File: src/rtl/irm_pkg.sv
// Shared types and constants for the NEC IR receiver: decoder states,
// pulse windows in 10 us ticks, register map and bit positions.
package irm_pkg;

    typedef enum logic [2:0] {
        ST_IDLE,
        ST_LEAD_LOW,
        ST_LEAD_HIGH,
        ST_BIT_LOW,
        ST_BIT_HIGH,
        ST_WAIT_IDLE
    } irm_state_t;

    localparam int TICK_HZ = 100000;
    localparam int DUR_W   = 11;
    typedef logic [DUR_W-1:0] dur_t;

    // Windows are inclusive and measured in ticks of the preceding level
    localparam dur_t DUR_MAX        = 11'd1200;
    localparam dur_t LEAD_LOW_MIN   = 11'd800;
    localparam dur_t LEAD_LOW_MAX   = 11'd1000;
    localparam dur_t LEAD_HIGH_MIN  = 11'd400;
    localparam dur_t LEAD_HIGH_MAX  = 11'd500;
    localparam dur_t RPT_HIGH_MIN   = 11'd180;
    localparam dur_t RPT_HIGH_MAX   = 11'd270;
    localparam dur_t BIT_LOW_MIN    = 11'd40;
    localparam dur_t BIT_LOW_MAX    = 11'd70;
    localparam dur_t BIT0_HIGH_MIN  = 11'd40;
    localparam dur_t BIT0_HIGH_MAX  = 11'd80;
    localparam dur_t BIT1_HIGH_MIN  = 11'd140;
    localparam dur_t BIT1_HIGH_MAX  = 11'd200;

    localparam logic [1:0] ADDR_DATA    = 2'd0;
    localparam logic [1:0] ADDR_STATUS  = 2'd1;
    localparam logic [1:0] ADDR_CONTROL = 2'd2;
    localparam logic [1:0] ADDR_RSVD    = 2'd3;

    localparam int ST_COUNT_LSB = 0;
    localparam int ST_ERR_LSB   = 8;
    localparam int ST_HEAD_RPT  = 16;
    localparam int ST_OVF       = 17;
    localparam int ST_BUSY      = 18;

    localparam int CTRL_IRQ_EN    = 0;
    localparam int CTRL_CHECK_INV = 1;
    localparam int CTRL_REPEAT_EN = 2;
    localparam int CTRL_FLUSH     = 3;

    localparam logic [31:0] EMPTY_READ = 32'hDEADBEEF;
    localparam int          ENTRY_W    = 33;

    function automatic logic in_window(input dur_t d, input dur_t lo, input dur_t hi);
        return (d >= lo) && (d <= hi);
    endfunction

endpackage

File: src/rtl/irm_sync_fifo.sv
// Single-clock FIFO with flush; a push while full is dropped unless a pop
// frees the slot in the same cycle. Flush beats push and pop.
module irm_sync_fifo #(
    parameter int WIDTH = 33,
    parameter int DEPTH = 8
) (
    input  logic                     clk,
    input  logic                     reset,
    input  logic                     i_push,
    input  logic [WIDTH-1:0]         i_push_data,
    input  logic                     i_pop,
    input  logic                     i_flush,
    output logic [WIDTH-1:0]         o_head,
    output logic [$clog2(DEPTH):0]   o_count,
    output logic                     o_full,
    output logic                     o_empty
);
    localparam int          AW       = $clog2(DEPTH);
    localparam logic [AW:0] FULL_CNT = DEPTH[AW:0];

    logic [WIDTH-1:0] r_mem [DEPTH];
    logic [AW-1:0]    r_wr_ptr;
    logic [AW-1:0]    r_rd_ptr;
    logic [AW:0]      r_count;
    logic             w_do_push;
    logic             w_do_pop;

    assign o_full    = (r_count == FULL_CNT);
    assign o_empty   = (r_count == '0);
    assign o_count   = r_count;
    assign o_head    = r_mem[r_rd_ptr];
    assign w_do_pop  = i_pop & ~i_flush & ~o_empty;
    assign w_do_push = i_push & ~i_flush & (~o_full | w_do_pop);

    always_ff @(posedge clk) begin
        if (w_do_push) begin
            r_mem[r_wr_ptr] <= i_push_data;
        end
    end

    always_ff @(posedge clk or posedge reset) begin
        if (reset) begin
            r_wr_ptr <= '0;
            r_rd_ptr <= '0;
            r_count  <= '0;
        end else if (i_flush) begin
            r_wr_ptr <= '0;
            r_rd_ptr <= '0;
            r_count  <= '0;
        end else begin
            if (w_do_push) begin
                r_wr_ptr <= r_wr_ptr + 1'b1;
            end
            if (w_do_pop) begin
                r_rd_ptr <= r_rd_ptr + 1'b1;
            end
            case ({w_do_push, w_do_pop})
                2'b10:   r_count <= r_count + 1'b1;
                2'b01:   r_count <= r_count - 1'b1;
                default: r_count <= r_count;
            endcase
        end
    end

endmodule

File: src/rtl/irm_nec_rx_fifo.sv
// NEC IR receiver: conditions the active-low IR line, decodes frames and
// repeat codes, and queues them behind a small Avalon-MM register file.
module irm_nec_rx_fifo
    import irm_pkg::*;
#(
    parameter int CLK_HZ            = 50000000,
    parameter int FIFO_DEPTH        = 8,
    parameter int GLITCH_CYCLES     = 4,
    parameter bit CHECK_INV_DEFAULT = 1'b1
) (
    input  logic        clk,
    input  logic        reset,
    output logic        irq,
    input  logic        s_cs_n,
    input  logic [1:0]  s_address,
    input  logic        s_read,
    output logic [31:0] s_readdata,
    input  logic        s_write,
    input  logic [31:0] s_writedata,
    input  logic        ir
);
    localparam int DIV   = CLK_HZ / TICK_HZ;
    localparam int DIV_W = (DIV > 1) ? $clog2(DIV) : 1;
    localparam int GC_W  = $clog2(GLITCH_CYCLES + 1);
    localparam int CW    = $clog2(FIFO_DEPTH) + 1;
    localparam logic [DIV_W-1:0] DIV_RELOAD = DIV_W'(DIV - 1);
    localparam logic [GC_W-1:0]  GC_LAST    = GC_W'(GLITCH_CYCLES - 1);

    logic              r_ir_meta;
    logic              r_ir_sync;
    logic              r_filt;
    logic              r_filt_d;
    logic [GC_W-1:0]   r_glitch_cnt;
    logic [DIV_W-1:0]  r_div;
    dur_t              r_dur;
    irm_state_t        r_state;
    logic [4:0]        r_bit_idx;
    logic [31:0]       r_code;
    logic              r_frame_evt;
    logic              r_repeat_evt;
    logic              r_fsm_err;
    logic [31:0]       r_last_code;
    logic              r_last_valid;
    logic [7:0]        r_err_cnt;
    logic              r_overflow;
    logic              r_irq_en;
    logic              r_check_inv;
    logic              r_repeat_en;
    logic              r_irq;

    logic              w_tick;
    logic              w_fall;
    logic              w_rise;
    logic              w_timeout;
    logic              w_bit0;
    logic              w_bit1;
    logic              w_inv_bad;
    logic              w_frame_push;
    logic              w_repeat_push;
    logic              w_push;
    logic [ENTRY_W-1:0] w_push_data;
    logic [ENTRY_W-1:0] w_head;
    logic [CW-1:0]     w_count;
    logic              w_full;
    logic              w_empty;
    logic              w_sel;
    logic              w_wr_status;
    logic              w_wr_ctrl;
    logic              w_flush;
    logic              w_clr_ovf;
    logic              w_clr_err;
    logic              w_pop;
    logic [31:0]       w_status;
    logic              w_unused_wdata;

    // Level changes are accepted only after GLITCH_CYCLES consecutive differing samples
    always_ff @(posedge clk or posedge reset) begin
        if (reset) begin
            r_ir_meta    <= 1'b1;
            r_ir_sync    <= 1'b1;
            r_filt       <= 1'b1;
            r_filt_d     <= 1'b1;
            r_glitch_cnt <= '0;
        end else begin
            r_ir_meta <= ir;
            r_ir_sync <= r_ir_meta;
            r_filt_d  <= r_filt;
            if (r_ir_sync == r_filt) begin
                r_glitch_cnt <= '0;
            end else if (r_glitch_cnt == GC_LAST) begin
                r_filt       <= r_ir_sync;
                r_glitch_cnt <= '0;
            end else begin
                r_glitch_cnt <= r_glitch_cnt + 1'b1;
            end
        end
    end

    assign w_fall    = r_filt_d & ~r_filt;
    assign w_rise    = ~r_filt_d & r_filt;
    assign w_tick    = (r_div == '0);
    assign w_timeout = (r_dur == DUR_MAX);

    always_ff @(posedge clk or posedge reset) begin
        if (reset) begin
            r_div <= DIV_RELOAD;
            r_dur <= '0;
        end else begin
            r_div <= w_tick ? DIV_RELOAD : r_div - 1'b1;
            if (w_fall || w_rise) begin
                r_dur <= '0;
            end else if (w_tick && !w_timeout) begin
                r_dur <= r_dur + 1'b1;
            end
        end
    end

    assign w_bit0 = in_window(r_dur, BIT0_HIGH_MIN, BIT0_HIGH_MAX);
    assign w_bit1 = in_window(r_dur, BIT1_HIGH_MIN, BIT1_HIGH_MAX);

    // Decoder; r_dur holds the length of the level that just ended on an edge
    always_ff @(posedge clk or posedge reset) begin
        if (reset) begin
            r_state      <= ST_IDLE;
            r_bit_idx    <= '0;
            r_code       <= '0;
            r_frame_evt  <= 1'b0;
            r_repeat_evt <= 1'b0;
            r_fsm_err    <= 1'b0;
        end else begin
            r_frame_evt  <= 1'b0;
            r_repeat_evt <= 1'b0;
            r_fsm_err    <= 1'b0;
            case (r_state)
                ST_IDLE: begin
                    if (w_fall) r_state <= ST_LEAD_LOW;
                end
                ST_LEAD_LOW: begin
                    if (w_rise && in_window(r_dur, LEAD_LOW_MIN, LEAD_LOW_MAX)) begin
                        r_state <= ST_LEAD_HIGH;
                    end else if (w_rise || w_timeout) begin
                        r_fsm_err <= 1'b1;
                        r_state   <= ST_IDLE;
                    end
                end
                ST_LEAD_HIGH: begin
                    if (w_fall && in_window(r_dur, LEAD_HIGH_MIN, LEAD_HIGH_MAX)) begin
                        r_bit_idx <= '0;
                        r_code    <= '0;
                        r_state   <= ST_BIT_LOW;
                    end else if (w_fall && in_window(r_dur, RPT_HIGH_MIN, RPT_HIGH_MAX)) begin
                        r_repeat_evt <= 1'b1;
                        r_state      <= ST_WAIT_IDLE;
                    end else if (w_fall || w_timeout) begin
                        r_fsm_err <= 1'b1;
                        r_state   <= ST_IDLE;
                    end
                end
                ST_BIT_LOW: begin
                    if (w_rise && in_window(r_dur, BIT_LOW_MIN, BIT_LOW_MAX)) begin
                        r_state <= ST_BIT_HIGH;
                    end else if (w_rise || w_timeout) begin
                        r_fsm_err <= 1'b1;
                        r_state   <= ST_IDLE;
                    end
                end
                ST_BIT_HIGH: begin
                    if (w_fall && (w_bit0 || w_bit1)) begin
                        r_code[r_bit_idx] <= w_bit1;
                        if (r_bit_idx == 5'd31) begin
                            r_frame_evt <= 1'b1;
                            r_state     <= ST_WAIT_IDLE;
                        end else begin
                            r_bit_idx <= r_bit_idx + 1'b1;
                            r_state   <= ST_BIT_LOW;
                        end
                    end else if (w_fall || w_timeout) begin
                        r_fsm_err <= 1'b1;
                        r_state   <= ST_IDLE;
                    end
                end
                ST_WAIT_IDLE: begin
                    if ((r_filt && !w_rise && r_dur != '0) || w_timeout) begin
                        r_state <= ST_IDLE;
                    end
                end
                default: r_state <= ST_IDLE;
            endcase
        end
    end

    assign w_sel       = ~s_cs_n;
    assign w_wr_status = w_sel & s_write & (s_address == ADDR_STATUS);
    assign w_wr_ctrl   = w_sel & s_write & (s_address == ADDR_CONTROL);
    assign w_flush     = w_wr_ctrl & s_writedata[CTRL_FLUSH];
    assign w_clr_ovf   = w_wr_status & s_writedata[ST_OVF];
    assign w_clr_err   = w_wr_status & s_writedata[ST_HEAD_RPT];
    assign w_pop       = w_sel & s_read & (s_address == ADDR_DATA) & ~w_empty;

    assign w_unused_wdata = ^{s_writedata[31:18], s_writedata[15:4]};

    assign w_inv_bad     = r_check_inv & (r_code[31:24] != ~r_code[23:16]);
    assign w_frame_push  = r_frame_evt & ~w_inv_bad;
    assign w_repeat_push = r_repeat_evt & r_repeat_en & r_last_valid;
    assign w_push        = w_frame_push | w_repeat_push;
    assign w_push_data   = w_frame_push ? {1'b0, r_code} : {1'b1, r_last_code};

    irm_sync_fifo #(
        .WIDTH (ENTRY_W),
        .DEPTH (FIFO_DEPTH)
    ) u_fifo (
        .clk         (clk),
        .reset       (reset),
        .i_push      (w_push),
        .i_push_data (w_push_data),
        .i_pop       (w_pop),
        .i_flush     (w_flush),
        .o_head      (w_head),
        .o_count     (w_count),
        .o_full      (w_full),
        .o_empty     (w_empty)
    );

    always_ff @(posedge clk or posedge reset) begin
        if (reset) begin
            r_last_code  <= '0;
            r_last_valid <= 1'b0;
            r_err_cnt    <= '0;
            r_overflow   <= 1'b0;
            r_irq_en     <= 1'b0;
            r_check_inv  <= CHECK_INV_DEFAULT;
            r_repeat_en  <= 1'b1;
            r_irq        <= 1'b0;
        end else begin
            if (w_frame_push) begin
                r_last_code  <= r_code;
                r_last_valid <= 1'b1;
            end
            if (w_flush) begin
                r_last_valid <= 1'b0;
            end
            if (w_clr_err) begin
                r_err_cnt <= '0;
            end else if ((r_fsm_err || (r_frame_evt && w_inv_bad)) && r_err_cnt != 8'hFF) begin
                r_err_cnt <= r_err_cnt + 1'b1;
            end
            // A dropped entry wins over a same-cycle clear so it is never missed
            if (w_clr_ovf) begin
                r_overflow <= 1'b0;
            end
            if (w_push && w_full && !w_pop && !w_flush) begin
                r_overflow <= 1'b1;
            end
            if (w_wr_ctrl) begin
                r_irq_en    <= s_writedata[CTRL_IRQ_EN];
                r_check_inv <= s_writedata[CTRL_CHECK_INV];
                r_repeat_en <= s_writedata[CTRL_REPEAT_EN];
            end
            r_irq <= r_irq_en & ~w_empty;
        end
    end

    assign irq = r_irq;

    always_comb begin
        w_status                        = '0;
        w_status[ST_COUNT_LSB +: 7]     = 7'(w_count);
        w_status[ST_ERR_LSB +: 8]       = r_err_cnt;
        w_status[ST_HEAD_RPT]           = ~w_empty & w_head[32];
        w_status[ST_OVF]                = r_overflow;
        w_status[ST_BUSY]               = (r_state != ST_IDLE);
    end

    always_comb begin
        s_readdata = '0;
        if (w_sel) begin
            case (s_address)
                ADDR_DATA:    s_readdata = w_empty ? EMPTY_READ : w_head[31:0];
                ADDR_STATUS:  s_readdata = w_status;
                ADDR_CONTROL: begin
                    s_readdata[CTRL_IRQ_EN]    = r_irq_en;
                    s_readdata[CTRL_CHECK_INV] = r_check_inv;
                    s_readdata[CTRL_REPEAT_EN] = r_repeat_en;
                end
                default:      s_readdata = '0;
            endcase
        end
    end

endmodule
File: config.mk
export PLATFORM = sky130hd
export DESIGN_NAME = irm_nec_rx_fifo
export DESIGN_NICKNAME = d
export VERILOG_FILES = /design/src/rtl/irm_pkg.sv /design/src/rtl/irm_sync_fifo.sv /design/src/rtl/irm_nec_rx_fifo.sv
export SDC_FILE = /design/constraint.sdc
export NUM_CORES = 1
export LEC_CHECK = 0
export CORE_UTILIZATION = 32
export DETAILED_ROUTE_END_ITERATION = 12
export PLACE_DENSITY = 0.48
export SYNTH_ARGS = -nofsm -noshare
export SYNTH_HDL_FRONTEND = slang
export SYNTH_SLANG_ARGS = --single-unit
export TNS_END_PERCENT = 1
File: constraint.sdc
create_clock -name clk -period 4.65 [get_ports clk]
set_clock_uncertainty 0.05 [all_clocks]
set_input_delay 1.395 -clock clk [delete_from_list [all_inputs] [get_ports clk]]
set_output_delay 1.395 -clock clk [all_outputs]
set_load 0.005 [all_outputs]
==> results.tsv, run 1 <==
stage	metric	value	unit
run_status	outcome	completed	
logic_synthesis	synth_common_cells	264 x edfxtp_1, 113 x dfrtp_1, 82 x o21ai_0	
logic_synthesis	ys_seq_elements	390	
placement	io_buffers	46	
finish	area_growth	18.7	%
floorplan	top_level_ports	73	
floorplan	rows	82	
power_and_ir_drop	p_leak	7.60	nW
clock_network	cts_tree	done	
drt	drtAntennaViolNets	0	
min_path	hold-path-cell-count	0	
logic_synthesis	post_synth.cell_area_avg	15.3	um2
min_path	hold_class	reg2reg	
logic_synthesis	ys_top_cells_by_area	edfxtp_1 48%, dfrtp_1 17%, mux4_2 9.0%, mux2_2 2.5%, o21ai_0 2.5%	
logic_synthesis	synthCells	1080	
drt	vias	9302	
logic_synthesis	synth_most_common_cell	edfxtp_1	
setup_path	worstReg2RegEnd	u_fifo.o_count[3]	
setup_path	required	3.20	ns
setup_path	r2r_slack	1.42	ns
drt	drt-initial-drc-count	683	
drt	vias_per_cell	4.99	
drt	wl_per_cell	20.5	um
sta	fin_crit	4.56	ns
floorplan	die_y	229	um
setup_path	r2r_cells	12	
global_route	grt_overflow	0	
min_path	whs_endpoint	r_ir_sync	
logic_synthesis	ys_types	67	
floorplan	core_area	50600	um2
power_and_ir_drop	p_seq_share	45.8	%
placement	dp.final_hpwl	23.5	mm
sta	slew_viol_final	0	
sta	setup_violations	0	
setup_path	end_kind	output pin	
sta	max-slew-margin-rel	27.8	%
clock_network	root_buffer	clkbuf_16	
sta	hold_slack	0.305	ns
logic_synthesis	ys_seq_area_share	67.1	%
global_route	first_global_vias	9850	
setup_path	reg2reg_from	u_fifo.o_count[0]	
floorplan	chipWidth	229	um
min_path	min_from	r_ir_meta	
logic_synthesis	synth.top_cell.area_share	48.0	%
logic_synthesis	ys_warn_count	0	
clock_network	cts_buffers	44	
setup_path	startpoint_type	input pin	
sta	fin_ws	0.0886	ns
job	drv_cap	0	
floorplan	start_util	32.7	%
drt	wirelength	38.2	mm
setup_path	critical_path_class	in2out	
floorplan	dieArea	52600	um2
finish	final_util	38.8	%
global_route	grt_max_degree	78	
drt	drc	0	
sta	hold_viol_final	0	
power_and_ir_drop	swShare	25.8	%
sta	min_period_over_period	98.1	%
clock_network	path_clk_slew	0.06	ns
clock_network	clock_sinks	390	
power_and_ir_drop	p_int	6.32	mW
sta	worst_pin_slew	1.08	ns
power_and_ir_drop	pwr-share-comb	13.8	%
logic_synthesis	synth_ff_type	edfxtp_1	
logic_synthesis	syn_nets	1138	
placement	post-place-ws	-0.0904	ns
drt	dr.pass1.iters	5	
clock_network	clock_latency	0.57	ns
logic_synthesis	syn_area	16500	um2
finish	fill_cells	4673	
setup_path	crit_fanout	6	
setup_path	worstPathArrival	3.12	ns
power_and_ir_drop	p_sw	2.20	mW
finish	fin_nets	1214	
global_route	grt.total_usage	14.9	%
logic_synthesis	yosysTopAreaCell	edfxtp_1	
finish	drive_gt1_share	21.4	%
clock_network	cts_htree_levels	2	
logic_synthesis	synth_edf_count	264	
logic_synthesis	async_flop_share	32.3	%
sta	rsz0062_at_grt	true	
power_and_ir_drop	powerDensity	434	nW/um2
power_and_ir_drop	clock_power_share	40.4	%
power_and_ir_drop	ir_drop	0.221	mV
placement	gp_congestion	0.797	
finish	n_antenna_cell	0	
global_route	grt_pass1_wl	59.6	mm
sta	finalSetupTns	0	ns
sta	fmax	219	MHz
clock_network	clk_path_buf_depth	3	
global_route	antenna_found_initial	0	
==> routing by layer <==
metal / vias up / GRT usage (%) / routed length [um]
li1: 4306 / - / -
met1: 4782 / 19.2 / 17000
met2: 142 / 25.1 / 18700
met3: 72 / 2.22 / 1240
met4: 0 / 6.10 / 1320
met5: - / 0 / 0
==> placed cells by master (no fill, tap or decap), drive strengths merged, types with 6 or more instances in the layout <==
master,instances
dfrtp,113
inv,30
a21oi,59
nor3,17
nor2,53
or2,6
clkdlybuf4s50,38
or3,9
mux2,37
mux4,66
nor2b,6
nor4,7
mux2i,33
a221oi,12
and2,15
nand2,50
dfstp,13
clkinv,10
xor2,9
clkbuf,60
buf,41
nor3b,11
ha,17
o21ai,84
nand3,22
xnor2,25
edfxtp,264
==> sequential cells by signal, summed over array words and instances, names as in the netlist, 3 cells and up <==
register and count:
u_fifo.r_wr_ptr 3, r_code 32, r_bit_idx 5, r_err_cnt 8, r_state 3, r_dur 11, r_last_code 32, u_fifo.r_rd_ptr 3
r_glitch_cnt 3, u_fifo.r_mem 264, u_fifo.o_count 4, r_div 9
==> worst max-delay path by stage <==
stage	slack [ns]	cells past startpoint	to	from
finish	0.09	7	s_readdata[0]	s_address[1]
global route	-0.05	7	s_readdata[0]	s_address[1]
CTS	-0.006	6	s_readdata[13]	s_address[0]
detailed placement	-0.09	5	s_readdata[23]	s_cs_n
global placement	-0.10	5	s_readdata[23]	s_cs_n
floorplan	-1.08	7	u_fifo.r_mem[1][0]	s_address[0]
==> cells by family after synthesis <==
family | Yosys count | synth area share, %
buffers and inverters | 83 | 2.04
AOI/OAI and AO/OA | 190 | 6.77
DFF | 390 | 67.1
adders and majority gates | 18 | 1.41
xor gates and xnor gates | 34 | 1.80
and+or+nand+nor | 229 | 7.36
muxes | 136 | 13.5
==> critical path, cell delays in order <==
cell	delay [ns]
clkdlybuf4s50_1	0.54
buf_4	0.17
nor2_1	0.07
a221oi_1	0.27
a21oi_1	0.07
nor2_1	0.09
clkdlybuf4s50_1	0.50
==> power by group through the flow <==
stage	combinational, mW	clock, mW	sequential [mW]
6_report	1.18	3.44	3.90
5_1_grt	1.30	3.67	3.92
4_1_cts	1.22	3.55	3.90
3_5_place_dp	1.21	0	3.97
3_3_place_gp	1.20	0	3.97
2_1_floorplan	0.815	0	3.91
==> cell type report <==
type	count	area [um2]	area share, %
multi-input combinational	607	5190	26.5
inverter	26	103	0.523
timing repair buffer	87	948	4.83
tap	672	841	4.29
clock buffer	60	1180	6.02
sequential	390	11100	56.6
clock inverter	22	250	1.28
==> per-stage QoR <==
stage / power [mW] / cell area [um2] / std cells
finish: 8.52 / 19600 / 1864
global route: 8.88 / 19600 / 1864
floorplan: 4.72 / 16500 / 1080
CTS: 8.67 / 19600 / 1864
global placement: 5.17 / 18100 / 1782
detailed placement: 5.18 / 18100 / 1782
==> timing repair <==
item,in CTS,in global routing
pin swaps,0,0
setup endpoints to repair,8,16
resized for setup,9,7
endpoints found under the hold margin,0,0
buffers inserted,0,0
hold buffers,0,0
Note: power is estimated with default switching activity, not from simulation.
==> inputs of run 2 (changes only) <==
ABC_AREA = 1   (was default)
==> results.tsv, run 2 <==
stage	metric	value	unit	change
drt	vias	12381		was 9302
logic_synthesis	post_synth.cell_area_avg	10.3	um2	was 15.3 um2
logic_synthesis	yosysTopAreaCell	edfxtp_1		unchanged
finish	stdcell_count	2478		was 1864
sta	finalSetupTns	0	ns	unchanged
finish	max_flop_register	u_fifo.r_mem		unchanged
job	drv_cap	0		unchanged
drt	drtAntennaViolNets	0		unchanged
global_route	grt_pass1_wl	70.1	mm	was 59.6 mm
placement	io_buffers	46		unchanged
power_and_ir_drop	powerDensity	394	nW/um2	was 434 nW/um2
min_path	hold_class	reg2reg		unchanged
sta	slew_viol_final	0		unchanged
sta	max-slew-margin-rel	16.1	%	was 27.8%
global_route	grt_overflow	0		unchanged
setup_path	required	3.20	ns	about the same
sta	min_period_over_period	99.0	%	was 98.1%
power_and_ir_drop	p_leak	8.40	nW	was 7.60 nW
clock_network	clk_path_buf_depth	3		unchanged
drt	wirelength	45.0	mm	was 38.2 mm
setup_path	end_kind	output pin		unchanged
logic_synthesis	ys_seq_area_share	63.4	%	was 67.1%
clock_network	cts_buffers	43		was 44
floorplan	die_y	236	um	was 229 um
finish	largest_reg_flops	264		unchanged
finish	fin_nets	1805		was 1214
logic_synthesis	ys_top_cells_by_area	edfxtp_1 45%, dfrtp_1 16%, nand2_1 7.9%, nand3_1 3.8%, nor2_1 3.3%		was edfxtp_1 48%, dfrtp_1 17%, mux4_2 9.0%, mux2_2 2.5%, o21ai_0 2.5%
setup_path	crit_slowest_cell	clkdlybuf4s50_1		unchanged
setup_path	startpoint_type	input pin		unchanged
global_route	first_global_vias	11935		was 9850
placement	post-place-ws	-0.0260	ns	was -0.0904 ns
logic_synthesis	ys_warn_count	0		unchanged
floorplan	start_util	32.4	%	was 32.7%
setup_path	worstPathArrival	3.16	ns	was 3.12 ns
logic_synthesis	syn_area	17500	um2	was 16500 um2
sta	fmax	217	MHz	was 219 MHz
logic_synthesis	ys_types	51		was 67
drt	dr.pass1.iters	5		unchanged
logic_synthesis	synth_ff_type	edfxtp_1		unchanged
power_and_ir_drop	p_sw	2.10	mW	was 2.20 mW
placement	placed_area	19100	um2	was 18100 um2
drt	vias_per_cell	5.00		was 4.99
setup_path	critPathBufInv	4		was 3
floorplan	dieArea	55600	um2	was 52600 um2
clock_network	root_buffer	clkbuf_16		unchanged
sta	worst_pin_slew	1.25	ns	was 1.08 ns
sta	setup_violations	0		unchanged
clock_network	cts_tree	done		unchanged
clock_network	clock_latency	0.58	ns	was 0.57 ns
clock_network	hold_buffers	0		unchanged
power_and_ir_drop	p_seq_share	47.7	%	was 45.8%
drt	wl_per_cell	18.1	um	was 20.5 um
drt	drt-initial-drc-count	906		was 683
floorplan	core_area	53900	um2	was 50600 um2
logic_synthesis	synth_most_common_cell	nand2_1		was edfxtp_1
setup_path	cp_common_cell	clkdlybuf4s50_1		
finish	mostFrequentLayoutCell	nand2_1		was edfxtp_1
sta	fin_crit	4.60	ns	was 4.56 ns
logic_synthesis	synthCells	1697		was 1080
logic_synthesis	ys_seq_elements	390		unchanged
global_route	antenna_found_initial	0		unchanged
setup_path	path_cells	clkdlybuf4s50_1 > buf_4 > nor2_1 > nand2_1 > inv_2 > o211ai_1 > a21oi_1 > clkdlybuf4s50_1		was clkdlybuf4s50_1 > buf_4 > nor2_1 > a221oi_1 > a21oi_1 > nor2_1 > clkdlybuf4s50_1
finish	area_growth	16.8	%	was 18.7%
power_and_ir_drop	clock_power_share	41.1	%	was 40.4%
power_and_ir_drop	swShare	26.1	%	was 25.8%
finish	stdcell_area	20400	um2	was 19600 um2
logic_synthesis	synth.top_cell.area_share	45.3	%	was 48.0%
sta	hold_slack	0.305	ns	about the same
drt	drc	0		unchanged
clock_network	path_clk_slew	0.06	ns	about the same
floorplan	rows	85		was 82
setup_path	cp_slowest_stage_delay	0.52	ns	was 0.54 ns
clock_network	cts_htree_levels	2		unchanged
power_and_ir_drop	p_int	5.94	mW	was 6.32 mW
finish	top_regs	u_fifo.r_mem x264, r_code x32, r_last_code x32		unchanged
finish	n_antenna_cell	0		unchanged
sta	hold_viol_final	0		unchanged
placement	dpl.cell_count	2398		was 1782
global_route	grt_max_degree	127		was 78
clock_network	clock_sinks	390		unchanged
placement	gp_congestion	0.857		was 0.797
power_and_ir_drop	ir_drop	0.226	mV	was 0.221 mV
setup_path	crit_family	buffers and inverters		unchanged
floorplan	chipWidth	236	um	was 229 um
floorplan	top_level_ports	73		unchanged
global_route	grt.total_usage	16.1	%	was 14.9%
setup_path	crit_fanout	3		was 6
placement	dp.final_hpwl	27.8	mm	was 23.5 mm
finish	drive_gt1_share	10.5	%	was 21.4%
power_and_ir_drop	pwr-share-comb	11.2	%	was 13.8%
logic_synthesis	synth_common_cells	369 x nand2_1, 264 x edfxtp_1, 155 x nor2_1		was 264 x edfxtp_1, 113 x dfrtp_1, 82 x o21ai_0
run_status	outcome	completed		unchanged
setup_path	critical_path_class	in2out		unchanged
sta	rsz0062_at_grt	true		unchanged
logic_synthesis	syn_nets	1755		was 1138
finish	final_cell_mix	367 x nand2_1, 264 x edfxtp_1, 144 x nor2_1		was 264 x edfxtp_1, 110 x dfrtp_1, 82 x o21ai_0
sta	fin_ws	0.0470	ns	was 0.0886 ns
logic_synthesis	synth_edf_count	264		unchanged
logic_synthesis	async_flop_share	32.3	%	unchanged
run 2: worst register-to-register path: cells and delay by family (launching register included):
kind            cells  cell delay, ns
fa+ha+maj           1            0.33
simple gates       11            1.09
flops               1            0.46
buf+inv             7            0.95
xor+xnor            1            0.17
compound gates      1            0.15
run 2: worst paths after layout:
check,end,slack [ns],cells after the start,startpoint
hold / removal,r_ir_sync,0.30,0,r_ir_meta
hold reg to reg,r_ir_sync,0.30,0,r_ir_meta
setup / recovery,s_readdata[8],0.05,8,s_address[0]
min in group asynchronous,r_div[3],1.33,3,reset
max in group asynchronous,u_fifo.r_rd_ptr[0],2.60,3,reset
setup reg to reg,u_fifo.o_count[3],1.38,21,u_fifo.o_count[0]
run 2: area by class of cell:
type                       count  area [um2]
clock buffer                  63        1180
clock inverter                17         165
fill                        5250       33500
inverter                     130         493
multi-input combinational   1085        5560
sequential                   390       11100
tap                          696         871
timing repair buffer          97        1050
run 2: through the flow:
step | power, mW | util, %
4_1_cts | 8.13 | 37.8
3_3_place_gp | 4.81 | 35.3
3_5_place_dp | 4.81 | 35.3
6_report | 8.04 | 37.9
2_1_floorplan | 4.46 | -
5_1_grt | 8.37 | 37.9
run 2: cells by family after synthesis:
family                   count (synthesis)  share of synthesized area [%]
AO/OA/AOI/OAI                          287                           9.49
XOR/XNOR                                10                          0.501
adder cells (fa/ha/maj)                 18                           1.33
buffers and inverters                  222                           5.29
flip-flops                             390                           63.4
multiplexers                            26                           1.66
AND/OR/NAND/NOR                        744                           18.3
run 2: layer usage:
| metal | global-route usage, % | up-vias | part of all wire (%) |
|---|---|---|---|
| li1 | - | 6015 | - |
| met1 | 21.5 | 6149 | 47 |
| met2 | 27.2 | 155 | 48 |
| met3 | 2.38 | 62 | 2.8 |
| met4 | 4.71 | 0 | 2.4 |
| met5 | 0 | - | 0 |
run 2: what timing repair did:
action | 4_1_cts | 5_1_grt
pin swaps | 1 | 1
buffers inserted | 0 | 0
resized for setup | 4 | 7
setup endpoints to repair | 2 | 8
run 2: power groups by stage:
stage | clock network (mW) | registers [mW] | logic, mW
final | 3.30 | 3.83 | 0.901
after global routing | 3.52 | 3.84 | 1.01
after CTS | 3.38 | 3.83 | 0.913
after detailed placement | 0 | 3.90 | 0.911
after global placement | 0 | 3.90 | 0.904
after floorplan | 0 | 3.86 | 0.600
